==> src/rtl/ranging_pkg.sv <==
// ============================================================================
// Module   : ranging_pkg
// Brief    : Shared types and constants for the ultrasonic ranging front-end.
// Revision : 1.0
// ============================================================================
`timescale 1ns/1ps
`default_nettype none

package ranging_pkg;

    localparam int CLK_HZ_DEFAULT = 100_000_000;
    localparam int US_DIV         = CLK_HZ_DEFAULT / 1_000_000;
    localparam int DIST_W         = 16;

    typedef enum logic [2:0] {
        ST_IDLE      = 3'd0,
        ST_TRIG      = 3'd1,
        ST_WAIT_RISE = 3'd2,
        ST_MEASURE   = 3'd3,
        ST_HOLDOFF   = 3'd4
    } state_e;

    // Clocks per microsecond for an arbitrary system clock.
    function automatic int us_div(input int clk_hz);
        return clk_hz / 1_000_000;
    endfunction

endpackage

`default_nettype wire

==> src/rtl/us_tick_gen.sv <==
// ============================================================================
// Module   : us_tick_gen
// Brief    : Prescaler producing a one-cycle tick every DIV clocks, with a
//            synchronous clear that restarts the period.
// Revision : 1.0
// ============================================================================
`timescale 1ns/1ps
`default_nettype none

module us_tick_gen #(
    parameter int DIV = 100
) (
    input  logic clk,
    input  logic reset,
    input  logic clr,
    output logic tick
);

    localparam int                 c_cnt_w = (DIV > 1) ? $clog2(DIV) : 1;
    localparam logic [c_cnt_w-1:0] c_last  = c_cnt_w'(DIV - 1);

    logic [c_cnt_w-1:0] r_cnt;

    always_ff @(posedge clk or negedge reset) begin
        if (!reset) begin
            r_cnt <= '0;
        end else if (clr || (r_cnt == c_last)) begin
            r_cnt <= '0;
        end else begin
            r_cnt <= r_cnt + 1'b1;
        end
    end

    // A clear arriving on a tick cycle still lets that tick through: it
    // belongs to the state being left.
    assign tick = (r_cnt == c_last);

endmodule

`default_nettype wire

==> src/rtl/ultrasonic_echo_timer.sv <==
// ============================================================================
// Module   : ultrasonic_echo_timer
// Brief    : Fires a trigger pulse, times the synchronised echo high period in
//            microseconds and converts it on the fly to whole centimetres.
// Revision : 1.0
// ============================================================================
`timescale 1ns/1ps
`default_nettype none

module ultrasonic_echo_timer
    import ranging_pkg::*;
#(
    parameter int CLK_HZ     = 100_000_000,
    parameter int TRIG_US    = 10,
    parameter int CM_US      = 58,
    parameter int TIMEOUT_US = 38000,
    parameter int HOLDOFF_US = 60000
) (
    input  logic              clk,
    input  logic              reset,
    input  logic              start,
    input  logic              echo,
    output logic              trig,
    output logic              busy,
    output logic [DIST_W-1:0] dist_cm,
    output logic              dist_valid,
    output logic              timeout
);

    localparam int c_us_div  = us_div(CLK_HZ);
    localparam int c_max_a   = (TRIG_US > TIMEOUT_US) ? TRIG_US : TIMEOUT_US;
    localparam int c_max_us  = (c_max_a > HOLDOFF_US) ? c_max_a : HOLDOFF_US;
    localparam int c_us_w    = $clog2(c_max_us + 1);
    localparam int c_sub_w   = (CM_US > 1) ? $clog2(CM_US) : 1;

    localparam logic [c_us_w-1:0]  c_trig_last = c_us_w'(TRIG_US - 1);
    localparam logic [c_us_w-1:0]  c_to_last   = c_us_w'(TIMEOUT_US - 1);
    localparam logic [c_us_w-1:0]  c_hold_last = c_us_w'(HOLDOFF_US - 1);
    localparam logic [c_sub_w-1:0] c_sub_last  = c_sub_w'(CM_US - 1);

    state_e              r_state;
    state_e              w_state_nxt;
    logic                w_state_chg;

    logic                r_start_d;
    logic                r_echo_s1;
    logic                r_echo_s2;
    logic                r_echo_d;

    logic [c_us_w-1:0]   r_us_cnt;
    logic [c_sub_w-1:0]  r_sub_cnt;
    logic [DIST_W-1:0]   r_cm_cnt;
    logic [DIST_W-1:0]   w_cm_next;

    logic                r_trig;
    logic [DIST_W-1:0]   r_dist_cm;
    logic                r_dist_valid;
    logic                r_timeout;

    logic                w_tick;
    logic                w_start_rise;
    logic                w_echo_rise;
    logic                w_echo_fall;
    logic                w_trig_done;
    logic                w_to_done;
    logic                w_hold_done;
    logic                w_sub_wrap;
    logic                w_valid_nxt;
    logic                w_timeout_nxt;

    us_tick_gen #(
        .DIV (c_us_div)
    ) u_tick (
        .clk   (clk),
        .reset (reset),
        .clr   (w_state_chg),
        .tick  (w_tick)
    );

    // The start history resets high so a level held through reset is not
    // mistaken for a request.
    always_ff @(posedge clk or negedge reset) begin
        if (!reset) begin
            r_start_d <= 1'b1;
            r_echo_s1 <= 1'b0;
            r_echo_s2 <= 1'b0;
            r_echo_d  <= 1'b0;
        end else begin
            r_start_d <= start;
            r_echo_s1 <= echo;
            r_echo_s2 <= r_echo_s1;
            r_echo_d  <= r_echo_s2;
        end
    end

    assign w_start_rise = start & ~r_start_d;
    assign w_echo_rise  = r_echo_s2 & ~r_echo_d;
    assign w_echo_fall  = ~r_echo_s2 & r_echo_d;

    assign w_trig_done  = w_tick && (r_us_cnt == c_trig_last);
    assign w_to_done    = w_tick && (r_us_cnt == c_to_last);
    assign w_hold_done  = w_tick && (r_us_cnt == c_hold_last);
    assign w_sub_wrap   = w_tick && (r_sub_cnt == c_sub_last);

    // Includes this cycle's wrap so a fall coinciding with a cm boundary
    // reports the completed centimetre.
    always_comb begin
        w_cm_next = r_cm_cnt;
        if (w_sub_wrap && (r_cm_cnt != {DIST_W{1'b1}})) begin
            w_cm_next = r_cm_cnt + 1'b1;
        end
    end

    always_comb begin
        w_state_nxt   = r_state;
        w_valid_nxt   = 1'b0;
        w_timeout_nxt = 1'b0;
        case (r_state)
            ST_IDLE: begin
                if (w_start_rise) begin
                    w_state_nxt = ST_TRIG;
                end
            end
            ST_TRIG: begin
                if (w_trig_done) begin
                    w_state_nxt = ST_WAIT_RISE;
                end
            end
            ST_WAIT_RISE: begin
                if (w_echo_rise) begin
                    w_state_nxt = ST_MEASURE;
                end else if (w_to_done) begin
                    w_timeout_nxt = 1'b1;
                    w_state_nxt   = ST_HOLDOFF;
                end
            end
            ST_MEASURE: begin
                if (w_echo_fall) begin
                    w_valid_nxt = 1'b1;
                    w_state_nxt = ST_HOLDOFF;
                end else if (w_to_done) begin
                    w_timeout_nxt = 1'b1;
                    w_state_nxt   = ST_HOLDOFF;
                end
            end
            ST_HOLDOFF: begin
                if (w_hold_done) begin
                    w_state_nxt = ST_IDLE;
                end
            end
            default: begin
                w_state_nxt = ST_IDLE;
            end
        endcase
    end

    assign w_state_chg = (w_state_nxt != r_state);

    always_ff @(posedge clk or negedge reset) begin
        if (!reset) begin
            r_state      <= ST_IDLE;
            r_us_cnt     <= '0;
            r_sub_cnt    <= '0;
            r_cm_cnt     <= '0;
            r_trig       <= 1'b0;
            r_dist_cm    <= '0;
            r_dist_valid <= 1'b0;
            r_timeout    <= 1'b0;
        end else begin
            r_state      <= w_state_nxt;
            r_trig       <= (w_state_nxt == ST_TRIG);
            r_dist_valid <= w_valid_nxt;
            r_timeout    <= w_timeout_nxt;

            if (w_state_chg) begin
                r_us_cnt <= '0;
            end else if (w_tick && (r_us_cnt != {c_us_w{1'b1}})) begin
                r_us_cnt <= r_us_cnt + 1'b1;
            end

            if (w_state_chg) begin
                r_sub_cnt <= '0;
                r_cm_cnt  <= '0;
            end else if ((r_state == ST_MEASURE) && w_tick) begin
                r_sub_cnt <= w_sub_wrap ? '0 : r_sub_cnt + 1'b1;
                r_cm_cnt  <= w_cm_next;
            end

            if (w_valid_nxt) begin
                r_dist_cm <= w_cm_next;
            end
        end
    end

    assign trig       = r_trig;
    assign busy       = (r_state != ST_IDLE);
    assign dist_cm    = r_dist_cm;
    assign dist_valid = r_dist_valid;
    assign timeout    = r_timeout;

endmodule

`default_nettype wire

==> config.mk <==
export PLATFORM = sky130hd
export DESIGN_NAME = ultrasonic_echo_timer
export DESIGN_NICKNAME = d
export VERILOG_FILES = /design/src/rtl/ranging_pkg.sv /design/src/rtl/us_tick_gen.sv /design/src/rtl/ultrasonic_echo_timer.sv
export SDC_FILE = /design/constraint.sdc
export NUM_CORES = 1
export LEC_CHECK = 0
export CELL_PAD_IN_SITES_DETAIL_PLACEMENT = 1
export CELL_PAD_IN_SITES_GLOBAL_PLACEMENT = 1
export CORE_MARGIN = 1
export CORE_UTILIZATION = 47
export CTS_CLUSTER_SIZE = 24
export DETAILED_ROUTE_END_ITERATION = 10
export GPL_TIMING_DRIVEN = 0
export PLACE_DENSITY = 0.89
export SKIP_LAST_GASP = 1
export SYNTH_ARGS = -nofsm -noshare
export SYNTH_HDL_FRONTEND = slang
export SYNTH_SLANG_ARGS = --single-unit
==> constraint.sdc <==
create_clock -name clk -period 2.63 [get_ports clk]
set_clock_uncertainty 0.2 [all_clocks]
set_input_delay 0.3945 -clock clk [delete_from_list [all_inputs] [get_ports clk]]
set_output_delay 0.3945 -clock clk [all_outputs]
set_load 0.02 [all_outputs]
# ---- Word-level counts from Yosys, hierarchy flattened
# Index checks and enable logic that the tools add are counted.
dict set report totals {
  ff_bits 71
  word_cells 70
}
dict set report op_classes {
  addsub 4
  eq_ne 13
  n_mux 22
  bitwise 6
  n_reduce_logical 12
}
# cell count
set op_table {}
lappend op_table {{2-to-1 mux 16 bit} 5}
lappend op_table {{adder 16 x 1 -> 16 bit, second input constant} 2}
lappend op_table {{== test 16 bit, second input constant} 2}
lappend op_table {{!= test 16 bit, second input constant} 2}
lappend op_table {{2-to-1 mux 3 bit} 6}
lappend op_table {{2-to-1 mux 6 bit} 3}
lappend op_table {{== test 16 x 4 -> 1 bit, second input constant} 1}
lappend op_table {{case mux 3 bit (5 select lines)} 1}
lappend op_table {{adder 7 x 1 -> 7 bit, second input constant} 1}
lappend op_table {{== test 7 bit, second input constant} 1}
lappend op_table {{logical AND 1 bit} 7}
lappend op_table {{2-to-1 mux 7 bit} 1}
lappend op_table {{adder 6 x 1 -> 6 bit, second input constant} 1}
lappend op_table {{== test 3 x 1 -> 1 bit, second input constant} 2}
lappend op_table {{== test 3 x 2 -> 1 bit, second input constant} 2}
lappend op_table {{== test 6 bit, second input constant} 1}
lappend op_table {{2-to-1 mux 1 bit} 5}
lappend op_table {{nonzero test 2 bit} 2}
lappend op_table {{bitwise AND 1 bit} 3}
lappend op_table {{== test 3 bit, second input constant} 1}
lappend op_table {{zero test 3 bit} 1}
lappend op_table {{!= test 3 bit} 1}
lappend op_table {{NOT 1 bit} 3}
lappend op_table {{nonzero test 3 bit} 1}
lappend op_table {{2 further kinds} 2}

# ---- Logic depth before layout (Yosys ltp)
dict set report depth {
  depth_word 8
  depth_mapped 8
  depth_no_buf 7
}

# ---- Modules after synthesis
# A second synthesis with hierarchy kept.
dict set report hier_totals {
  hier_cells 384
  hier_area_um2 3592.2
}
# mod instances cells_each area_per_inst_um2 seq_area_each_um2
set by_module_without_submodules {}
lappend by_module_without_submodules {ultrasonic_echo_timer 1 353 3273.1 1602.8}
lappend by_module_without_submodules {us_tick_gen 1 31 319.1 175.2}

# ---- Least setup slack after synthesis
# No wires, ideal clock.
dict set report synth_timing {
  path_type {register to register}
  startpoint {register r_us_cnt[6]}
  endpoint {register r_sub_cnt[2]}
  setup_ps 121
  t_arrival_ps 1970
  required_time_ps 2309
  path_slack_ps 339
  path_stages_with_launch 8
  cell_sequence {dfrtp_1 > clkbuf_2 > or4b_1 > nor3b_1 > nand4_2 > o211ai_4 > buf_6 > nor3_1}
}
dict set report synth_between {
  elab_chain_cells 7
}
# item line_no
set synth_rtl {}
lappend synth_rtl {{start: declaration} ultrasonic_echo_timer.sv:50} ;# logic [c_us_w-1:0] r_us_cnt;
lappend synth_rtl {{start signal: assignment} ultrasonic_echo_timer.sv:178} ;# r_us_cnt <= r_us_cnt + 1'b1;
lappend synth_rtl {{== test 16 bit} ultrasonic_echo_timer.sv:101} ;# assign w_to_done = w_tick && (r_us_cnt == c_to_last);
lappend synth_rtl {{logical AND 1 bit} ultrasonic_echo_timer.sv:101}
lappend synth_rtl {{2-to-1 mux 3 bit} {ultrasonic_echo_timer.sv:132, ultrasonic_echo_timer.sv:141}}
lappend synth_rtl {{2-to-1 mux 3 bit, on equally long branches} {ultrasonic_echo_timer.sv:138, ultrasonic_echo_timer.sv:130}}
lappend synth_rtl {{case mux 3 bit (5 select lines) *} ultrasonic_echo_timer.sv:118} ;# case (r_state)
lappend synth_rtl {{!= test 3 bit *} ultrasonic_echo_timer.sv:157} ;# assign w_state_chg = (w_state_nxt != r_state);
lappend synth_rtl {{2-to-1 mux 6 bit or nonzero test 2 bit (tied branches)} --}
lappend synth_rtl {{end signal: assignment} ultrasonic_echo_timer.sv:185} ;# r_sub_cnt <= w_sub_wrap ? '0 : r_sub_cnt + 1'b1;
lappend synth_rtl {{end: declaration} ultrasonic_echo_timer.sv:51} ;# logic [c_sub_w-1:0] r_sub_cnt;
# Mark *: on every way between the ends. The rest lies on a longest branch, timed or not.
# A chain may end at the register's enable or synchronous reset.

# ---- Final worst setup path
dict set report layout_timing {
  startpoint {register r_us_cnt[6]}
  endpoint {register r_cm_cnt[11]}
}
dict set report layout_between {
  elab_chain_cells 7
}
# item line_no
set layout_rtl {}
lappend layout_rtl {{== test 16 bit} ultrasonic_echo_timer.sv:101}
lappend layout_rtl {{logical AND 1 bit} ultrasonic_echo_timer.sv:101}
lappend layout_rtl {{2-to-1 mux 3 bit} {ultrasonic_echo_timer.sv:132, ultrasonic_echo_timer.sv:141}}
lappend layout_rtl {{2-to-1 mux 3 bit, on equally long branches} {ultrasonic_echo_timer.sv:138, ultrasonic_echo_timer.sv:130}}
lappend layout_rtl {{case mux 3 bit (5 select lines) *} ultrasonic_echo_timer.sv:118}
lappend layout_rtl {{!= test 3 bit *} ultrasonic_echo_timer.sv:157}
lappend layout_rtl {{2-to-1 mux 16 bit or nonzero test 2 bit (tied branches)} --}
lappend layout_rtl {{end signal: assignment} ultrasonic_echo_timer.sv:186} ;# r_cm_cnt <= w_cm_next;
lappend layout_rtl {{end: declaration} ultrasonic_echo_timer.sv:52} ;# logic [DIST_W-1:0] r_cm_cnt;
# Marks and branches as above.

==> flow_summary_export.csv <==
group,metric,value,unit
cts,insertion_delay,0.35,ns
worst_setup_path,max_stage_delay,0.58,ns
die,die_area,9000,um2
route,num_vias,3448,
timing,hold_viol,31,
cells_and_area,final_nets,462,
die,fp.dieW,94.9,um
synth,syn-cell-area,4050,um2
synth,synth_ff_type,"dfrtp_1",
worst_setup_path,crit_fanout,10,
die,die_h,94.9,um
cts,cts-buffers-inserted,9,
route,ant_nets,0,
placement,place_congestion,0.832,
timing,relSlewSlack,37.5,%
synth,ys_async_sr_fraction,100,%
cts,clock_sinks,71,
power_and_ir_drop,internal_power,0.00144,W
cells_and_area,area_growth_syn_to_layout,15.0,%
cts,clkTransAtPathRegs,0.08,ns
synth,synth_xor_area_share,8.21,%
cells_and_area,drive_gt1_share,13.8,%
power_and_ir_drop,pwr-share-clk,40.3,%
synth,synth_top_family_by_area,"simple AND/OR/NAND/NOR gates",
die,coreArea,8300,um2
worst_setup_path,r2r_start,"r_us_cnt[6]",
placement,hpwl,7550,um
worst_setup_path,cpMaxStageDelayCell,"or4b_1",
worst_setup_path,end_kind,"register",
die,num_rows,33,
synth,yosysSeqAreaShare,43.9,%
cts,cts_tree,"yes",
timing,fmax,393,MHz
timing,finalMaxSlewViolations,0,
timing,setup_viol,0,
cts,cts_max_level,3,
route,viasPerCell,6.14,
cells_and_area,final_cells,562,
die,start_util,48.8,%
run_status,status,"complete, but fails checks",
power_and_ir_drop,p_leak,1.84,nW
worst_setup_path,critical_path.top_delay_family,"simple AND/OR/NAND/NOR gates",
route,wirelength,10900,um
synth,synth_fa_ha_area_share,1.85,%
synth,syn-num-nets,425,
worst_setup_path,crit_buf_inv,3,
synth,yosys_warnings,0,
timing,min_period_over_period,96.7,%
synth,synthCells,415,
worst_setup_path,rr_worst_depth,8,
route,drc_errors,0,
timing,hold_ws,-0.0361,ns
worst_setup_path,crit_required,2.65,ns
timing,finalCriticalPeriod,2.54,ns
worst_setup_path,path_class,"reg2reg",
power_and_ir_drop,p_sw,0.000451,W
die,io-pin-count,24,
run_status,failed_checks,"negative hold slack",
cells_and_area,num_antenna_cells,0,
job,cap_viol_max_count,0,
worst_setup_path,crit_path_start_kind,"register",
synth,ys_seq_elements,71,
cts,clock_path_buffers,2,
power_and_ir_drop,p_sw_share,23.8,%
worst_setup_path,arrival,2.56,ns
route,wire_per_inst,19.4,um
synth,synth_edf_count,0,
power_and_ir_drop,pwr-share-seq,58.0,%
global_route,grt_pass1_vias,3550,
power_and_ir_drop,powerDensity,406,nW/um2
route,drtPass1Iterations,4,
global_route,antenna_found_initial,0,
global_route,grt_util_all_layers,25.7,%
timing,setup_tns,0,ns
power_and_ir_drop,ir_drop,0.252,mV
power_and_ir_drop,p_comb_share,1.7,%
cts,cts_hold_buf,0,
synth,postSynthAreaPerCell,9.77,um2
global_route,grt_pass1_wl,17800,um
timing,worstMarginPinSlew,0.937,ns
synth,synth_cell_types,64,
cts,clock-root-buffer,"clkbuf_8",
cells_and_area,final_util,56.2,%
synth,synth.area.mux_share,0.494,%
route,drt_iter0_drc,87,
synth,synth_compound_area_share,10.6,%
worst_setup_path,regToRegSetupSlack,0.09,ns
worst_hold_path,hold_path.class,"in2async",
placement,io_buffers,23,
global_route,grt_max_degree,72,
global_route,grt_overflow,0,
placement,dpl.cell_count,543,
worst_setup_path,r2r_end,"r_cm_cnt[11]",
worst_setup_path,crit_path_cell_trace,"clkbuf_2 > or4b_1 > nor3b_4 > nand4_2 > o211ai_4 > buf_12 > buf_6 > a211oi_1",
synth,synth-simple-area-share,29.6,%
through the flow:
step | setup WS (ns) | total power, W | area (um2)
after floorplan | 0.339 | 0.00112 | 4050
after global placement | -1.43 | 0.00115 | 4410
after detailed placement | -0.172 | 0.00115 | 4410
after CTS | 0.0325 | 0.00191 | 4620
after global routing | -0.0245 | 0.00196 | 4660
final | 0.0871 | 0.00189 | 4660
layer usage:
layer | global-route usage, % | vias to the layer above | wire length (um)
met5 | 0 | - | 0
met4 | 7.32 | 0 | 144
met3 | 4.83 | 14 | 368
met2 | 43.7 | 68 | 5430
met1 | 33.3 | 1753 | 4960
li1 | - | 1613 | -
cells in the final DEF, fill, tap and decap left out, types with 8 or more instances in the layout:
master	synthesis	routed
dfrtp_1	70	70
nand4_1	15	15
nand3_1	21	21
clkbuf_1	12	13
and3_1	9	9
xor2_1	8	8
nor4_1	12	11
nor2_1	13	13
nor3_1	46	46
clkdlybuf4s50_1	0	22
clkbuf_8	1	10
nand2_1	35	35
xnor2_1	30	30
o21ai_0	18	18
or4_1	8	8
power groups by stage:
| stage | sequential [W] | combinational [W] | clock, W |
|---|---|---|---|
| global route | 0.00110 | 0.0000363 | 0.000824 |
| floorplan | 0.00112 | 0.00000501 | 0 |
| finish | 0.00110 | 0.0000317 | 0.000763 |
| global placement | 0.00112 | 0.0000325 | 0 |
| detailed placement | 0.00112 | 0.0000329 | 0 |
| CTS | 0.00110 | 0.0000331 | 0.000778 |
logic make-up (layout without fill, tap and decap cells):
kind of cell	count (synthesis)	in the layout
AOI/OAI and AO/OA	62	62
xor gates and xnor gates	38	38
adders and majority gates	6	6
buffers and inverters	34	76
DFF	71	71
muxes	2	2
and+or+nand+nor	202	202
worst reg2reg max path, stage by stage (launching register included):
cell	delay, ns
dfrtp_1	0.36
clkbuf_2	0.17
or4b_1	0.59
nor3b_4	0.28
nand4_2	0.20
o211ai_4	0.26
buf_12	0.16
buf_6	0.15
a211oi_1	0.07
cell usage after synthesis (3+ instances only):
cell / number / area (um2)
a211oi_1: 8 / 60.1
a21oi_1: 6 / 30.0
a31o_2: 3 / 26.3
a31oi_1: 3 / 18.8
and2_1: 4 / 25.0
and3_1: 9 / 56.3
and4_1: 4 / 35.0
buf_2: 3 / 15.0
buf_4: 3 / 22.5
buf_6: 7 / 78.8
clkbuf_1: 12 / 45.0
dfrtp_1: 70 / 1750
ha_1: 6 / 75.1
inv_1: 6 / 22.5
nand2_1: 35 / 131
nand3_1: 21 / 105
nand4_1: 15 / 93.8
nor2_1: 13 / 48.8
nor3_1: 46 / 230
nor3_2: 3 / 30.0
nor3b_1: 4 / 30.0
nor4_1: 12 / 75.1
nor4b_1: 3 / 26.3
o211ai_1: 6 / 45.0
o21ai_0: 18 / 90.1
o31ai_1: 5 / 37.5
or3_1: 3 / 18.8
or4_1: 8 / 60.1
xnor2_1: 30 / 263
xor2_1: 8 / 70.1
sequential cells by signal, indices dropped and copies added, names as in the netlist:
register	count
r_us_cnt	16
r_cm_cnt	16
r_state	3
r_echo_s1	1
r_echo_s2	1
timeout	1
r_echo_d	1
r_start_d	1
r_sub_cnt	6
dist_valid	1
trig	1
u_tick.r_cnt	7
dist_cm	16
repair_timing:
item | 4_1_cts | 5_1_grt
endpoints found under the hold margin | 0 | 0
buffers inserted | 3 | 1
endpoints found under the setup margin | 47 | 48
pin swaps | 1 | 3
resized for setup | 2 | 8
worst max path at each step:
stage / from / endpoint / slack, ns / cells after the start
CTS: r_cm_cnt[8] / dist_cm[7] / 0.03 / 7
finish: r_us_cnt[6] / r_cm_cnt[11] / 0.09 / 8
global placement: reset / r_cm_cnt[7] / -1.43 / 1
floorplan: r_us_cnt[6] / r_sub_cnt[2] / 0.34 / 7
detailed placement: r_us_cnt[6] / r_sub_cnt[1] / -0.17 / 7
global route: u_tick.r_cnt[2] / r_cm_cnt[12] / -0.02 / 6
final cells by class:
type                    count  area [um2]
plain buffers              27         193
clock buffers              12         135
clock inverters             4        22.5
fillers                   931        3640
inverters                   6        22.5
multi-input cells         310        2110
flip-flops and latches     71        1780
well taps                 105         131
repair buffers             27         270
(Power assumes the default switching activity.)
